**src/rtl/channel_readout_arbiter_pkg.sv**
```systemverilog
// Shared helpers for the channel readout arbiter slice: width sizing for
// channel indices and the output-stage occupancy encoding.
package channel_readout_arbiter_pkg;

    typedef enum logic {
        OUT_EMPTY = 1'b0,
        OUT_FULL  = 1'b1
    } out_state_e;

    function automatic int unsigned clog2(input int unsigned n);
        int unsigned r;
        int unsigned v;
        r = 0;
        v = 1;
        while (v < n) begin
            v = v << 1;
            r = r + 1;
        end
        return r;
    endfunction

endpackage

```
**src/rtl/channel_readout_arbiter_mux.sv**
```systemverilog
// One-hot select mux: ORs together the channel words whose select bit is set.
module one_hot_select #(
    parameter int unsigned DATA_WIDTH = 32,
    parameter int unsigned DATA_DEPTH = 8
) (
    input  logic [DATA_DEPTH-1:0]            one_hot_code,
    input  logic [DATA_WIDTH*DATA_DEPTH-1:0] data_in,
    output logic [DATA_WIDTH-1:0]            data_out
);

    always_comb begin
        data_out = '0;
        for (int unsigned i = 0; i < DATA_DEPTH; i++) begin
            if (one_hot_code[i]) begin
                data_out = data_out | data_in[i*DATA_WIDTH +: DATA_WIDTH];
            end
        end
    end

endmodule

```
**src/rtl/channel_readout_arbiter_pick.sv**
```systemverilog
// Round-robin one-hot picker: rotate eligibility so ptr sits at bit 0,
// isolate the lowest set bit, then rotate the pick back to channel order.
module rr_onehot_pick
    import channel_readout_arbiter_pkg::*;
#(
    parameter int unsigned DATA_DEPTH = 8
) (
    input  logic [DATA_DEPTH-1:0]        elig,
    input  logic [clog2(DATA_DEPTH)-1:0] ptr,
    output logic [DATA_DEPTH-1:0]        pick
);

    logic [2*DATA_DEPTH-1:0] w_rot_dbl;
    logic [DATA_DEPTH-1:0]   w_rot;
    logic [DATA_DEPTH-1:0]   w_first;
    logic [2*DATA_DEPTH-1:0] w_unrot_dbl;

    assign w_rot_dbl   = {elig, elig} >> ptr;
    assign w_rot       = w_rot_dbl[DATA_DEPTH-1:0];
    // Two's-complement AND keeps only the lowest set bit.
    assign w_first     = w_rot & (-w_rot);
    assign w_unrot_dbl = {w_first, w_first} << ptr;
    assign pick        = w_unrot_dbl[2*DATA_DEPTH-1:DATA_DEPTH];

endmodule

```
**src/rtl/channel_readout_arbiter.sv**
```systemverilog
// Round-robin drain of per-channel TDC hit buffers into one registered
// valid/ready output stream; grant doubles as the channel pop strobe.
module channel_readout_arbiter
    import channel_readout_arbiter_pkg::*;
#(
    parameter int unsigned DATA_WIDTH = 32,
    parameter int unsigned DATA_DEPTH = 8
) (
    input  logic                            clk,
    input  logic                            rst,
    input  logic [DATA_DEPTH-1:0]           chnl_enable,
    input  logic [DATA_DEPTH-1:0]           req,
    input  logic [DATA_WIDTH*DATA_DEPTH-1:0] data_in,
    output logic [DATA_DEPTH-1:0]           grant,
    output logic [DATA_WIDTH-1:0]           data_out,
    output logic                            data_valid,
    input  logic                            data_ready,
    output logic [clog2(DATA_DEPTH)-1:0]    grant_id
);

    localparam int unsigned PW = clog2(DATA_DEPTH);

    logic [PW-1:0]         r_ptr;
    out_state_e            r_state;
    logic [DATA_WIDTH-1:0] r_data_out;
    logic [PW-1:0]         r_grant_id;

    logic [DATA_DEPTH-1:0] w_elig;
    logic [DATA_DEPTH-1:0] w_pick;
    logic                  w_load;
    logic [DATA_WIDTH-1:0] w_sel_data;
    logic [PW-1:0]         w_idx;
    logic [PW-1:0]         w_ptr_next;

    assign w_elig = req & chnl_enable;
    assign w_load = (r_state == OUT_EMPTY) || data_ready;
    assign grant  = (rst || !w_load) ? '0 : w_pick;

    rr_onehot_pick #(
        .DATA_DEPTH(DATA_DEPTH)
    ) u_pick (
        .elig(w_elig),
        .ptr (r_ptr),
        .pick(w_pick)
    );

    one_hot_select #(
        .DATA_WIDTH(DATA_WIDTH),
        .DATA_DEPTH(DATA_DEPTH)
    ) u_sel (
        .one_hot_code(grant),
        .data_in     (data_in),
        .data_out    (w_sel_data)
    );

    always_comb begin
        w_idx = '0;
        for (int unsigned i = 0; i < DATA_DEPTH; i++) begin
            if (grant[i]) begin
                w_idx = PW'(i);
            end
        end
    end

    // Explicit wrap keeps non-power-of-two channel counts correct.
    assign w_ptr_next = (w_idx == PW'(DATA_DEPTH - 1)) ? '0 : w_idx + PW'(1);

    always_ff @(posedge clk) begin
        if (rst) begin
            r_ptr      <= '0;
            r_state    <= OUT_EMPTY;
            r_data_out <= '0;
            r_grant_id <= '0;
        end else if (|grant) begin
            r_ptr      <= w_ptr_next;
            r_state    <= OUT_FULL;
            r_data_out <= w_sel_data;
            r_grant_id <= w_idx;
        end else if ((r_state == OUT_FULL) && data_ready) begin
            r_state    <= OUT_EMPTY;
        end
    end

    assign data_out   = r_data_out;
    assign data_valid = (r_state == OUT_FULL);
    assign grant_id   = r_grant_id;

endmodule
```
**config.mk**
```make
export PLATFORM = sky130hd
export DESIGN_NAME = channel_readout_arbiter
export DESIGN_NICKNAME = d
export VERILOG_FILES = /design/src/rtl/channel_readout_arbiter_pkg.sv /design/src/rtl/channel_readout_arbiter_mux.sv /design/src/rtl/channel_readout_arbiter_pick.sv /design/src/rtl/channel_readout_arbiter.sv
export SDC_FILE = /design/constraint.sdc
export NUM_CORES = 1
export LEC_CHECK = 0
export CORE_AREA = 2 2 125 127
export DETAILED_ROUTE_END_ITERATION = 6
export DIE_AREA = 0 0 127 129
export DONT_BUFFER_PORTS = 1
export GPL_TIMING_DRIVEN = 0
export PLACE_DENSITY = 0.38
export SYNTH_ARGS = -nofsm -noshare
export SYNTH_HDL_FRONTEND = slang
export SYNTH_SLANG_ARGS = --single-unit
export TNS_END_PERCENT = 30
```
**constraint.sdc**
```tcl
create_clock -name clk -period 7.7 [get_ports clk]
set_input_delay 1.54 -clock clk [delete_from_list [all_inputs] [get_ports clk]]
set_output_delay 1.54 -clock clk [all_outputs]
set_load 0.02 [all_outputs]
```
# Word-level counts from Yosys, hierarchy flattened
# Cells that the tools add are included.
# word_totals
register_bits	39
wordCells	44
out_inout_bits	44
# classes
n_addsub	2
shift	2
n_eq_ne	1
mux	19
n_reduce_logical	6
bitwise	10
# op_table
op	count
two-way mux 32 bit	8
OR 32 bit	7
AND 8 bit	2
left shift 16 x 3 -> 16 bit	1
>> shifter 16 x 3 -> 8 bit	1
two-way mux 3 bit	5
two-way mux 8 bit	1
negation 8 bit	1
OR reduction 8 bit	1
two-way mux 2 bit	2
adder 3 x 1 -> 3 bit (second input constant)	1
== test 3 bit (second input constant)	1
two-way mux 1 bit	3
logical OR 1 bit	2
nonzero test 2 bit	1
logical AND 1 bit	1
zero test 1 bit	1
NOT 1 bit	1

# Depth between registers and ports, before layout
# depth
depth_word	21
ltp_mapped	15
ltp_nobuf	12

# Modules after synthesis
# Synthesis repeated with hierarchy kept, for this count alone.
# unflattened
hier_cells	469
area_unflattened_um2	3659.8
# modules_own_cells
mod	instances	cells_per_inst	area_each_um2
channel_readout_arbiter	1	197	1630.3
one_hot_select	1	184	1318.8
rr_onehot_pick	1	88	710.7

# Worst setup path before layout
# Ideal clock, no wire load.
# synth_path
path_type	in2out
startpoint	input port req[0]
endpoint	output port grant[2]
arrival_ns	3.505
setup_slack_ns	2.655
n_path_buf	1
required_ns	6.160
cell_stages	7
path_cell_list	nand2_1 -> o31ai_2 -> or4b_1 -> a21boi_1 -> o21ai_2 -> o31ai_4 -> clkbuf_1
# synth_via
elab_chain_len	6
# synth_rtl
element	line	source
from (decl)	channel_readout_arbiter.sv:12	input logic [DATA_DEPTH-1:0] req,
AND 8 bit (*)	channel_readout_arbiter.sv:35	assign w_elig = req & chnl_enable;
>> shifter 16 x 3 -> 8 bit (*)	channel_readout_arbiter_pick.sv:18	assign w_rot_dbl = {elig, elig} >> ptr;
negation 8 bit	channel_readout_arbiter_pick.sv:21	assign w_first = w_rot & (-w_rot);
AND 8 bit (*)	channel_readout_arbiter_pick.sv:21	
left shift 16 x 3 -> 16 bit (*)	channel_readout_arbiter_pick.sv:22	assign w_unrot_dbl = {w_first, w_first} << ptr;
two-way mux 8 bit (*)	channel_readout_arbiter.sv:37	assign grant = (rst || !w_load) ? '0 : w_pick;
to (decl)	channel_readout_arbiter.sv:14	output logic [DATA_DEPTH-1:0] grant,
# Mark *: on every way between the ends. The rest lies on a longest branch, timed or not.

# Worst setup path after layout
# Same ends and word-level chain as after synthesis.

==> results_tabular.tex <==
\begin{tabular}{lr}
\hline
Metric & Value \\
\hline
\multicolumn{2}{l}{\textbf{Run status}} \\
\quad Outcome & complete, but fails checks \\
\quad Failing checks & design-rule violations \\
\multicolumn{2}{l}{\textbf{Synth}} \\
\quad Total of warnings raised by yosys & 0 \\
\quad Primary FF master, synth & sky130\_fd\_sc\_hd\_\_dfxtp\_1 \\
\quad Post-synthesis sequential area ratio & 0.183 \\
\quad Number of enable-type register cells in the synthesized netlist & 0 \\
\quad Number of distinct library cells after synthesis & 70 \\
\quad Mapped cell area & 4270 um2 \\
\quad Area fraction of the dominant cell type after synthesis & 0.183 \\
\quad Share of async-settable or async-resettable flops after synthesis & 0 \\
\quad Synth Register Bits & 39 \\
\quad Syn avg cell area & 8.38 um2 \\
\quad Count of mapped cells out of synthesis & 509 \\
\quad Synth area leaders & sky130\_fd\_sc\_hd\_\_dfxtp\_1 18\%, sky130\_fd\_sc\_hd\_\_a221o\_1 12\%, sky130\_fd\_sc\_hd\_\_a222oi\_1 7.3\% \\
\quad Mapped Nets & 786 \\
\quad Library cell with the largest summed area after synthesis & sky130\_fd\_sc\_hd\_\_dfxtp\_1 \\
\multicolumn{2}{l}{\textbf{Worst hold path}} \\
\quad HP Class & reg -> reg \\
\multicolumn{2}{l}{\textbf{Cells and area}} \\
\quad Top library cells by usage in the layout, fill and taps aside & 52 x sky130\_fd\_sc\_hd\_\_a221o\_1, 39 x sky130\_fd\_sc\_hd\_\_dfxtp\_1, 35 x sky130\_fd\_sc\_hd\_\_nor3\_1, 32 x sky130\_fd\_sc\_hd\_\_clkbuf\_1, 31 x sky130\_fd\_sc\_hd\_\_a222oi\_1 \\
\quad Most common cell after layout, fill and taps aside & sky130\_fd\_sc\_hd\_\_a221o\_1 \\
\quad Sequential cell area & 781 um2 \\
\quad Fraction of layout cells with a size suffix above 1 & 0.106 \\
\quad Fin util & 0.312 \\
\quad Number of inserted diodes & 0 \\
\quad Area Overhead vs Synth & 9.47\% \\
\quad Footprint of the multi-input gates & 3150 um2 \\
\quad Fillers & 1642 \\
\quad Number of nets in the layout & 793 \\
\multicolumn{2}{l}{\textbf{Clocking}} \\
\quad Root buffer cell & sky130\_fd\_sc\_hd\_\_clkbuf\_16 \\
\quad Number of levels the H-tree was split into & 2 \\
\quad CTS sink count & 39 \\
\quad Clk pin slew, worst setup/hold paths & 60 ps \\
\quad Number of buffers added for setup after CTS & 0 \\
\quad Num CTS Buffers & 5 \\
\quad CTS tree & yes \\
\quad Maximum clock path buffer count & 2 \\
\quad Clock latency of the later-clocked register in the worst-skew pair & 290 ps \\
\quad Hold\_buf cts & 0 \\
\quad Number of resized instances in the post-cts repair step & 0 \\
\multicolumn{2}{l}{\textbf{STA}} \\
\quad Max-slew violation count & 0 \\
\quad Worst hold slack & 628 ps \\
\quad Minimum clock period & 5760 ps \\
\quad Worst Skew & 4.86 ps \\
\quad Total Neg Setup Slack & 0 ps \\
\quad Setup repair after global routing missed its margin & false \\
\quad Transition at the pin with the smallest max-transition slack & 976 ps \\
\quad Final count of negative-setup-slack endpoints & 0 \\
\quad Max Freq & 0.174 GHz \\
\quad Hold Violations, Final & 0 \\
\quad Final Cycle Share & 0.748 \\
\quad Max-slew headroom at the worst pin & 0.349 \\
\multicolumn{2}{l}{\textbf{Global route}} \\
\quad Routing usage on met1 & 0.328 \\
\quad Most heavily used metal layer in global routing & met2 \\
\quad Met2 routing resource usage after global routing & 0.448 \\
\quad Initial antenna violation count & 0 \\
\quad GR Util All Layers & 0.258 \\
\quad Global-route wire length before repair & 32100 um \\
\quad Overflow left after global routing & 0 \\
\quad GR met3 Demand/Resource & 0.0499 \\
\quad Largest net degree at the start of global routing & 14 \\
\quad Vias in the first global route & 5114 \\
\multicolumn{2}{l}{\textbf{Routing}} \\
\quad Remaining design rule violation count & 2 \\
\quad Remaining number of nets flagged by the antenna check after routing & 0 \\
\quad Number of violations reported at the end of detailed-routing iteration 0 & 578 \\
\quad Routed vias & 5171 \\
\quad Total wirelength of the detailed-routed design & 22300 um \\
\quad Total iterations of the first detailed-routing run & 7 \\
\quad Via density & 7.33 \\
\quad Post-detailed-route wirelength per cell & 31.6 um \\
\multicolumn{2}{l}{\textbf{Die}} \\
\quad Core box area & 15000 um2 \\
\quad Boundary pin count & 319 \\
\quad Row cnt & 45 \\
\quad Chip Width & 127 um \\
\quad Effective utilization at floorplan & 0.285 \\
\quad Vertical die dimension & 129 um \\
\quad Die Outline Area & 16400 um2 \\
\multicolumn{2}{l}{\textbf{Worst setup path}} \\
\quad Critical Path, Cell by Cell & nand2\_1 -> o31ai\_2 -> or4b\_1 -> a21boi\_1 -> o21ai\_2 -> o31ai\_4 -> clkbuf\_1 \\
\quad Arrival time reported for the critical path endpoint & 4220 ps \\
\quad Delay of the slowest critical-path stage & 630 ps \\
\quad Max stage delay cell, worst path & sky130\_fd\_sc\_hd\_\_clkbuf\_1 \\
\quad Maximum fanout along the worst path & 10 \\
\quad Startpoint types & input port \\
\quad Setup slack, reg-to-reg & 3750 ps \\
\quad Nature of the critical path endpoint & output pin \\
\quad Data required time of the critical path & 6160 ps \\
\quad Critical path class & in -> out \\
\multicolumn{2}{l}{\textbf{Power}} \\
\quad Pwr dens & 380 nW/um2 \\
\quad Leakage power figure & 1.41 nW \\
\quad Peak supply drop & 0.116 mV \\
\quad Overall power after layout & 1.77 mW \\
\multicolumn{2}{l}{\textbf{Placement}} \\
\quad Port bufs & 0 \\
\quad RePlAce Congestion & 0.891 \\
\quad Detailed placement HPWL & 17500 um \\
\multicolumn{2}{l}{\textbf{Run}} \\
\quad Count of maximum capacitance violations & 0 \\
\hline
\end{tabular}
-- cell type report --
cell class              instances  area share
multi-input cells             400       0.673
clock buffers                   5      0.0268
flip-flops and latches         39       0.167
plain buffers                  66      0.0696
clock inverters                 3     0.00938
inverters                       4     0.00321
well taps                     188      0.0504
-- Yosys cell counts, drive strengths merged (4+ instances only) --
cell type	number
buf	34
o21ai	10
nor2	10
or4	5
dfxtp	39
nand3	14
nand4	6
clkbuf	32
a221o	52
a32o	27
nor2b	27
a222oi	31
nand2	21
o31ai	11
a211oi	5
a41oi	5
a221oi	17
nor3	35
and2	4
a311oi	27
a22oi	27
a21oi	12
-- state kept, by name, indices dropped and copies added, names as in the netlist --
signal and count:
data_out 32, data_valid 1, grant_id 3, r_ptr 3
-- routing by layer --
metal / up-vias / routed length (um)
met5: - / 0
met4: 0 / 473
met3: 28 / 1660
met2: 326 / 11100
met1: 2551 / 9040
li1: 2266 / -
-- through the flow --
stage	setup WS, ps	area, um2	std cells
3_5_place_dp	1950	4500	697
4_1_cts	1950	4670	705
3_3_place_gp	1960	4500	697
6_report	1940	4670	705
2_1_floorplan	2660	4270	509
5_1_grt	1840	4670	705
-- kinds of logic after synthesis --
group                    Yosys count  share of synthesized area
AO/OA/AOI/OAI                    249                      0.521
AND/OR/NAND/NOR                  143                      0.190
buffers and inverters             70                     0.0798
flip-flops                        39                      0.183
multiplexers                       6                     0.0205
adder cells (fa/ha/maj)            2                    0.00586
-- power by group --
group / internal [mW] / total [mW] / leakage, nW / switching (mW)
clock: 0.153 / 0.248 / 0.0838 / 0.0946
sequential: 0.278 / 0.425 / 0.323 / 0.147
combinational: 0.436 / 1.10 / 1.00 / 0.665
total: 0.868 / 1.77 / 1.41 / 0.906
-- final timing paths --
path / cells past startpoint / to / from
worst min register to register: 2 / grant_id[2] / grant_id[2]
worst min-delay path: 2 / grant_id[2] / grant_id[2]
worst max-delay path: 7 / grant[2] / req[0]
worst max register to register: 12 / r_ptr[2] / r_ptr[1]
-- worst max-delay path, delay by kind of cell --
| kind | cells | cell delay [ps] |
|---|---|---|
| AND/OR/NAND/NOR | 2 | 630 |
| AO/OA/AOI/OAI | 4 | 1400 |
| buffers and inverters | 1 | 630 |
(Power assumes the default switching activity.)
